==> src/rtl/conv_pkg.sv <==
// Shared types and helpers for the convolution event path.
// The dispatcher, its window-bounds helper and later pooling stages all use them.
package conv_pkg;

    localparam int COORD_WIDTH_DEF = 5;

    typedef struct packed {
        logic [COORD_WIDTH_DEF-1:0] x;
        logic [COORD_WIDTH_DEF-1:0] y;
    } event_t;

    typedef enum logic [1:0] {
        IDLE,
        FETCH,
        SCAN
    } disp_state_e;

    function automatic int clip(input int v, input int lo, input int hi);
        if (v < lo) return lo;
        if (v > hi) return hi;
        return v;
    endfunction

endpackage

==> src/rtl/conv_event_dispatcher_if.sv <==
// Event-FIFO pop side plus the membrane-update beat stream of the dispatcher.
interface conv_event_dispatcher_if #(
    parameter int COORD_WIDTH = 5,
    parameter int KERNEL_SIZE = 3
);
    localparam int KW          = (KERNEL_SIZE > 1) ? $clog2(KERNEL_SIZE) : 1;
    localparam int EVENT_WIDTH = 2 * COORD_WIDTH;

    logic                   fifo_read_en;
    logic [EVENT_WIDTH-1:0] fifo_read_data;
    logic                   fifo_empty;
    logic                   upd_valid;
    logic                   upd_ready;
    logic [COORD_WIDTH-1:0] upd_x;
    logic [COORD_WIDTH-1:0] upd_y;
    logic [KW-1:0]          upd_kx;
    logic [KW-1:0]          upd_ky;
    logic                   upd_last;
    logic                   busy;
    logic                   drop_err;

    modport master (
        output fifo_read_en, input fifo_read_data, input fifo_empty,
        output upd_valid, input upd_ready,
        output upd_x, output upd_y, output upd_kx, output upd_ky, output upd_last,
        output busy, output drop_err
    );

    modport slave (
        input fifo_read_en, output fifo_read_data, output fifo_empty,
        input upd_valid, output upd_ready,
        input upd_x, input upd_y, input upd_kx, input upd_ky, input upd_last,
        input busy, input drop_err
    );

endinterface

==> src/rtl/conv_window_bounds.sv <==
// Combinational K x K window around (x, y), clipped to the feature map.
// in_range_o flags coordinates that actually lie inside the map.
module conv_window_bounds import conv_pkg::*; #(
    parameter int IMG_WIDTH   = 32,
    parameter int IMG_HEIGHT  = 32,
    parameter int COORD_WIDTH = 5,
    parameter int KERNEL_SIZE = 3
) (
    input  logic [COORD_WIDTH-1:0] x_i,
    input  logic [COORD_WIDTH-1:0] y_i,
    output logic [COORD_WIDTH-1:0] x_lo_o,
    output logic [COORD_WIDTH-1:0] x_hi_o,
    output logic [COORD_WIDTH-1:0] y_lo_o,
    output logic [COORD_WIDTH-1:0] y_hi_o,
    output logic                   in_range_o
);
    localparam int R  = KERNEL_SIZE / 2;
    localparam int SW = COORD_WIDTH + 2;

    // Two extra bits keep x-R from wrapping near the origin.
    logic signed [SW-1:0] xs, ys, rs;

    assign xs = $signed({2'b00, x_i});
    assign ys = $signed({2'b00, y_i});
    assign rs = SW'(R);

    assign x_lo_o     = COORD_WIDTH'(clip(int'(xs - rs), 0, IMG_WIDTH - 1));
    assign x_hi_o     = COORD_WIDTH'(clip(int'(xs + rs), 0, IMG_WIDTH - 1));
    assign y_lo_o     = COORD_WIDTH'(clip(int'(ys - rs), 0, IMG_HEIGHT - 1));
    assign y_hi_o     = COORD_WIDTH'(clip(int'(ys + rs), 0, IMG_HEIGHT - 1));
    assign in_range_o = (int'(xs) < IMG_WIDTH) && (int'(ys) < IMG_HEIGHT);

endmodule

==> src/rtl/conv_event_dispatcher.sv <==
// Expands each spike event into the clipped K x K sequence of membrane-update beats,
// row-major, prefetching the next event on the last beat handshake.
module conv_event_dispatcher import conv_pkg::*; #(
    parameter int IMG_WIDTH   = 32,
    parameter int IMG_HEIGHT  = 32,
    parameter int COORD_WIDTH = 5,
    parameter int KERNEL_SIZE = 3,
    parameter int EVENT_WIDTH = 2 * COORD_WIDTH
) (
    input  logic                    clk,
    input  logic                    rst,
    conv_event_dispatcher_if.master bus
);
    localparam int R  = KERNEL_SIZE / 2;
    localparam int KW = (KERNEL_SIZE > 1) ? $clog2(KERNEL_SIZE) : 1;
    localparam int SW = COORD_WIDTH + 2;

    disp_state_e state_q, state_d;
    logic [COORD_WIDTH-1:0] ex_q, ex_d, ey_q, ey_d;
    logic [COORD_WIDTH-1:0] xlo_q, xlo_d, xhi_q, xhi_d, ylo_q, ylo_d, yhi_q, yhi_d;
    logic [COORD_WIDTH-1:0] ox_q, ox_d, oy_q, oy_d;
    logic                   drop_q, drop_d;
    logic                   rd_en, last, scan;

    logic [COORD_WIDTH-1:0] ev_x, ev_y, b_xlo, b_xhi, b_ylo, b_yhi;
    logic                   b_in;

    assign ev_x = bus.fifo_read_data[EVENT_WIDTH-1 -: COORD_WIDTH];
    assign ev_y = bus.fifo_read_data[COORD_WIDTH-1:0];

    conv_window_bounds #(
        .IMG_WIDTH(IMG_WIDTH), .IMG_HEIGHT(IMG_HEIGHT),
        .COORD_WIDTH(COORD_WIDTH), .KERNEL_SIZE(KERNEL_SIZE)
    ) u_bounds (
        .x_i(ev_x), .y_i(ev_y),
        .x_lo_o(b_xlo), .x_hi_o(b_xhi), .y_lo_o(b_ylo), .y_hi_o(b_yhi),
        .in_range_o(b_in)
    );

    assign scan = (state_q == SCAN);
    assign last = (ox_q == xhi_q) && (oy_q == yhi_q);

    always_comb begin
        state_d = state_q;
        ex_d    = ex_q;
        ey_d    = ey_q;
        xlo_d   = xlo_q;
        xhi_d   = xhi_q;
        ylo_d   = ylo_q;
        yhi_d   = yhi_q;
        ox_d    = ox_q;
        oy_d    = oy_q;
        drop_d  = drop_q;
        rd_en   = 1'b0;
        case (state_q)
            IDLE: begin
                if (!bus.fifo_empty) begin
                    rd_en   = 1'b1;
                    state_d = FETCH;
                end
            end
            FETCH: begin
                ex_d = ev_x;
                ey_d = ev_y;
                if (!b_in) begin
                    drop_d  = 1'b1;
                    state_d = IDLE;
                end else begin
                    xlo_d   = b_xlo;
                    xhi_d   = b_xhi;
                    ylo_d   = b_ylo;
                    yhi_d   = b_yhi;
                    ox_d    = b_xlo;
                    oy_d    = b_ylo;
                    state_d = SCAN;
                end
            end
            SCAN: begin
                if (bus.upd_ready) begin
                    if (last) begin
                        if (!bus.fifo_empty) begin
                            rd_en   = 1'b1;
                            state_d = FETCH;
                        end else begin
                            state_d = IDLE;
                        end
                    end else if (ox_q == xhi_q) begin
                        ox_d = xlo_q;
                        oy_d = oy_q + 1'b1;
                    end else begin
                        ox_d = ox_q + 1'b1;
                    end
                end
            end
            default: state_d = IDLE;
        endcase
    end

    always_ff @(posedge clk or posedge rst) begin
        if (rst) begin
            state_q <= IDLE;
            ex_q    <= '0;
            ey_q    <= '0;
            xlo_q   <= '0;
            xhi_q   <= '0;
            ylo_q   <= '0;
            yhi_q   <= '0;
            ox_q    <= '0;
            oy_q    <= '0;
            drop_q  <= 1'b0;
        end else begin
            state_q <= state_d;
            ex_q    <= ex_d;
            ey_q    <= ey_d;
            xlo_q   <= xlo_d;
            xhi_q   <= xhi_d;
            ylo_q   <= ylo_d;
            yhi_q   <= yhi_d;
            ox_q    <= ox_d;
            oy_q    <= oy_d;
            drop_q  <= drop_d;
        end
    end

    // Kernel index = centre - target + R, always within 0..K-1.
    logic signed [SW-1:0] kx_s, ky_s;
    assign kx_s = $signed({2'b00, ex_q}) - $signed({2'b00, ox_q}) + SW'(R);
    assign ky_s = $signed({2'b00, ey_q}) - $signed({2'b00, oy_q}) + SW'(R);

    // Gating with rst keeps the pop request low while reset holds the FSM in IDLE.
    assign bus.fifo_read_en = rd_en & ~rst;
    assign bus.upd_valid    = scan;
    assign bus.upd_x        = scan ? ox_q : '0;
    assign bus.upd_y        = scan ? oy_q : '0;
    assign bus.upd_kx       = scan ? KW'(kx_s) : '0;
    assign bus.upd_ky       = scan ? KW'(ky_s) : '0;
    assign bus.upd_last     = scan & last;
    assign bus.busy         = (state_q != IDLE);
    assign bus.drop_err     = drop_q;

endmodule

==> src/flat_wrapper.sv <==
// flat-port wrapper written by rule: the top's interface ports become plain ports
module conv_event_dispatcher_flat import conv_pkg::*;
#(
    parameter int IMG_WIDTH   = 32,
    parameter int IMG_HEIGHT  = 32,
    parameter int COORD_WIDTH = 5,
    parameter int KERNEL_SIZE = 3,
    parameter int EVENT_WIDTH = 2 * COORD_WIDTH
)
  (clk, rst, bus_fifo_read_en, bus_fifo_read_data, bus_fifo_empty, bus_upd_valid, bus_upd_ready, bus_upd_x, bus_upd_y, bus_upd_kx, bus_upd_ky, bus_upd_last, bus_busy, bus_drop_err);
  conv_event_dispatcher_if #(.COORD_WIDTH(COORD_WIDTH), .KERNEL_SIZE(KERNEL_SIZE)) bus_i ();
  input  logic clk;
  input  logic rst;
  output wire logic [$bits(bus_i.fifo_read_en)-1:0] bus_fifo_read_en;
  input wire logic [$bits(bus_i.fifo_read_data)-1:0] bus_fifo_read_data;
  input wire logic [$bits(bus_i.fifo_empty)-1:0] bus_fifo_empty;
  output wire logic [$bits(bus_i.upd_valid)-1:0] bus_upd_valid;
  input wire logic [$bits(bus_i.upd_ready)-1:0] bus_upd_ready;
  output wire logic [$bits(bus_i.upd_x)-1:0] bus_upd_x;
  output wire logic [$bits(bus_i.upd_y)-1:0] bus_upd_y;
  output wire logic [$bits(bus_i.upd_kx)-1:0] bus_upd_kx;
  output wire logic [$bits(bus_i.upd_ky)-1:0] bus_upd_ky;
  output wire logic [$bits(bus_i.upd_last)-1:0] bus_upd_last;
  output wire logic [$bits(bus_i.busy)-1:0] bus_busy;
  output wire logic [$bits(bus_i.drop_err)-1:0] bus_drop_err;
  assign bus_fifo_read_en = bus_i.fifo_read_en;
  assign bus_i.fifo_read_data = bus_fifo_read_data;
  assign bus_i.fifo_empty = bus_fifo_empty;
  assign bus_upd_valid = bus_i.upd_valid;
  assign bus_i.upd_ready = bus_upd_ready;
  assign bus_upd_x = bus_i.upd_x;
  assign bus_upd_y = bus_i.upd_y;
  assign bus_upd_kx = bus_i.upd_kx;
  assign bus_upd_ky = bus_i.upd_ky;
  assign bus_upd_last = bus_i.upd_last;
  assign bus_busy = bus_i.busy;
  assign bus_drop_err = bus_i.drop_err;
  conv_event_dispatcher #(.IMG_WIDTH(IMG_WIDTH), .IMG_HEIGHT(IMG_HEIGHT), .COORD_WIDTH(COORD_WIDTH), .KERNEL_SIZE(KERNEL_SIZE), .EVENT_WIDTH(EVENT_WIDTH)) u_core (.clk(clk), .rst(rst), .bus(bus_i));
endmodule
==> config.mk <==
export PLATFORM = sky130hd
export DESIGN_NAME = conv_event_dispatcher_flat
export DESIGN_NICKNAME = d
export VERILOG_FILES = /design/src/rtl/conv_pkg.sv /design/src/rtl/conv_event_dispatcher_if.sv /design/src/rtl/conv_window_bounds.sv /design/src/rtl/conv_event_dispatcher.sv /design/src/flat_wrapper.sv
export SDC_FILE = /design/constraint.sdc
export NUM_CORES = 1
export LEC_CHECK = 0
export CAP_MARGIN = 10
export CORE_UTILIZATION = 50
export DETAILED_ROUTE_END_ITERATION = 12
export PLACE_DENSITY = 0.77
export SYNTH_ARGS = -nofsm -noshare
export SYNTH_HDL_FRONTEND = slang
export SYNTH_HIERARCHICAL = 1
export SYNTH_SLANG_ARGS = --single-unit
==> constraint.sdc <==
create_clock -name clk -period 1.9 [get_ports clk]
set_clock_uncertainty 0.15 [all_clocks]
set_input_delay 0.38 -clock clk [delete_from_list [all_inputs] [get_ports clk]]
set_output_delay 0.38 -clock clk [all_outputs]
set_load 0.01 [all_outputs]
==> results.yml <==
outcome:
  status: "complete, but fails checks"
  violations: "DRC, setup timing"
synth:
  synth_edf_count: 0
  syn-num-nets: 272
  syn_area_mm2: 0.002349
  synthCells: 250
  netlist.area_leader.share_pct: 34.10
  synth_area_leaders: "dfrtp_1 34%, mux2_2 11%, xnor2_1 5.2%"
  ys.flop_type: "dfrtp_1"
  syn_avg_cell_area_um2: 9.394
  yosys.area.top_type: "dfrtp_1"
  seq_area_frac_synth_pct: 34.10
  ys_seq_elements: 32
  synthArstFlopShare_pct: 100.0
  synth_most_common_cell: "dfrtp_1"
  yosys_warnings: 6
  ys_types: 51
  netlist_top_cells_count: "32 x dfrtp_1, 23 x mux2_2, 18 x nand2_1"
drt:
  drc: 4
  dr_total_vias: 2272
  drtPass1Iterations: 8
  wl_per_cell_um: 18.32
  drt_iter0_drc: 300
  wirelength_mm: 7.181
  avgViaCountPerCell: 5.796
  drtAntennaViolNets: 0
sta:
  rsz0062_at_grt: "yes"
  setup-tns-final_ps: -5369
  layout_setup_ws_ps: -683.1
  fin_crit_sh_pct: 136.0
  hold_viol: 0
  maxSlewViolCount: 0
  setup_viol: 19
  finalCriticalPeriod_ps: 2583
  fmax_ghz: 0.3871
pwr:
  ir_worst_vdd_mv: 0.9635
  power_density_mw_per_mm2: 1589
  finalPower_uw: 5534
  p_leak_uw: 0.001598
clock_tree:
  cts_made_buffers: 5
  cts_num_sinks: 32
  insertion_delay_ps: 290
  cts_tree: "yes"
  postCtsHoldBufs: 0
  ctsLongestPathBuffers: 2
  root_buffer: "clkbuf_8"
  htree_levels: 2
  clkSlewWorstSetupHoldPaths_ps: 60
layout:
  syn2layout_area_growth_pct: 48.27
  instances_no_fill: 392
  fill_cells: 266
  drive_above_1_share_pct: 50.29
  final_net_count: 362
  antennaDiodeCount: 0
setup_path:
  crit_fanout: 2
  cp_cell_sequence: "xnor2_2, nand3_2, buf_4, nor4_4, nand2_2, a2111oi_4, buf_2"
  cp-end-kind: "output pin"
  timing_worst_setup_path_type: "flop to output pin"
  critPathBufInv: 2
  crit_path_top_delay_cell: "dfrtp_1"
  cp-start-kind: "flop"
  cp.required_ps: 1370
  r2r_slack_ps: -540
  critPathTopFamily: "simple AND/OR/NAND/NOR gates"
  crit_arrival_ps: 2050
  cpPeakStageDelay_ps: 430
die:
  die_w_um: 70.54
  rows: 24
  core_area_mm2: 0.004444
  die-area_mm2: 0.004975
  start_util_pct: 52.84
  die_h_um: 70.54
  io_pins: 33
placed_design:
  dp_cells: 371
  place_congestion: 0.8721
  hpwl_mm: 4.166
  port-buffer-count: 32
  dp_slack_ps: -716.2
worst_hold_path:
  holdCritPathClass: "flop to flop"
grt:
  grtUsageTotal_pct: 27.30
  grt_start_max_net_pins: 33
  grt_pass1_vias: 2225
  antenna_found_initial: 0
  grt_pass1_wl_mm: 10.45
  grt-ovfl-total: 0
job:
  cap_violations: 0
[placed cells by master, fill, tap and decap left out, types with 4 or more instances in the layout]
cell type	Yosys	final
nor2_1	14	12
buf_2	4	12
clkbuf_2	1	4
nand2_1	18	14
nand3_1	9	7
ha_1	8	5
inv_1	12	7
dfrtp_1	32	32
buf_4	6	58
and2_1	10	9
o21ai_0	5	5
mux2_4	4	4
nand2_2	0	4
a21oi_1	9	8
nor2b_1	4	4
mux2_2	23	23
xnor2_1	14	5
clkbuf_8	0	5
clkdlybuf4s50_1	0	11
nor3_1	4	4
a31oi_1	7	7
buf_6	3	13
xnor2_2	0	9
[area by class of cell]
| type | instances | area, um2 | share of cell area (%) |
|---|---|---|---|
| multi-input combinational | 186 | 1655 | 47.54 |
| timing repair buffer | 103 | 830.8 | 23.86 |
| sequential | 32 | 800.8 | 23.00 |
| clock buffer | 6 | 72.57 | 2.084 |
| tap | 52 | 65.06 | 1.868 |
| inverter | 12 | 52.55 | 1.509 |
| clock inverter | 1 | 5.005 | 0.1437 |
[power by group]
| part | internal, uW | leakage (uW) | switching (uW) | total (uW) |
|---|---|---|---|---|
| Combinational | 1990 | 0.00118 | 1700 | 3680 |
| Clock | 249 | 0.0000410 | 241 | 490 |
| Sequential | 1020 | 0.000376 | 345 | 1360 |
| Total | 3250 | 0.00160 | 2280 | 5530 |
[routing by layer]
metal	GRT usage, %	vias up	wire length (um)
li1	-	1057	-
met1	32.42	1115	2818
met2	48.65	73	3783
met3	4.416	27	279
met4	12.67	0	299
met5	0	-	0
[worst paths after layout]
path,end,cells after the start,from
hold reg to reg,u_core/bus.drop_err,1,u_core/bus.drop_err
max in group asynchronous,u_core/xhi_q[2],4,rst
setup / recovery,bus_fifo_read_en,7,u_core/yhi_q[1]
min in group asynchronous,u_core/ex_q[0],4,rst
setup reg to reg,u_core/ox_q[2],7,u_core/ox_q[1]
hold / removal,u_core/bus.drop_err,1,u_core/bus.drop_err
[timing repair]
item                                   4_1_cts  5_1_grt
gates cloned                                 1        0
setup endpoints to repair                   30       27
gates resized for setup                     95       38
setup buffers                               10       10
endpoints found under the hold margin        0        0
pin swaps                                   12       15
[logic make-up (layout without fill, tap and decap cells)]
group           count (synthesis)  count (layout)  synth area share (%)
fa+ha+maj                       8               8                 4.262
mux                            28              28                 14.01
other cells                     1               1                0.1597
simple gates                   81              81                 18.49
compound gates                 51              51                 15.34
xor+xnor                       17              17                 6.340
flops                          32              32                 34.10
buf+inv                        32             122                 7.298
[flip-flops by register name, indices dropped and copies added (netlist names)]
signal,cells
u_core/ey_q,2
u_core/bus.drop_err,1
u_core/xhi_q,5
u_core/state_q,2
u_core/xlo_q,5
u_core/ox_q,5
u_core/ex_q,2
u_core/oy_q,5
u_core/yhi_q,5
[metrics by stage]
step | hold WS [ps] | cell area (um2) | utilization [%]
floorplan | 302.4 | 2391 | -
global placement | 292.9 | 3090 | 69.54
detailed placement | 293.7 | 3090 | 69.54
CTS | 307.1 | 3323 | 74.77
global route | 327.1 | 3482 | 78.35
finish | 306.9 | 3482 | 78.35
Power figures use the tool's default switching activity.
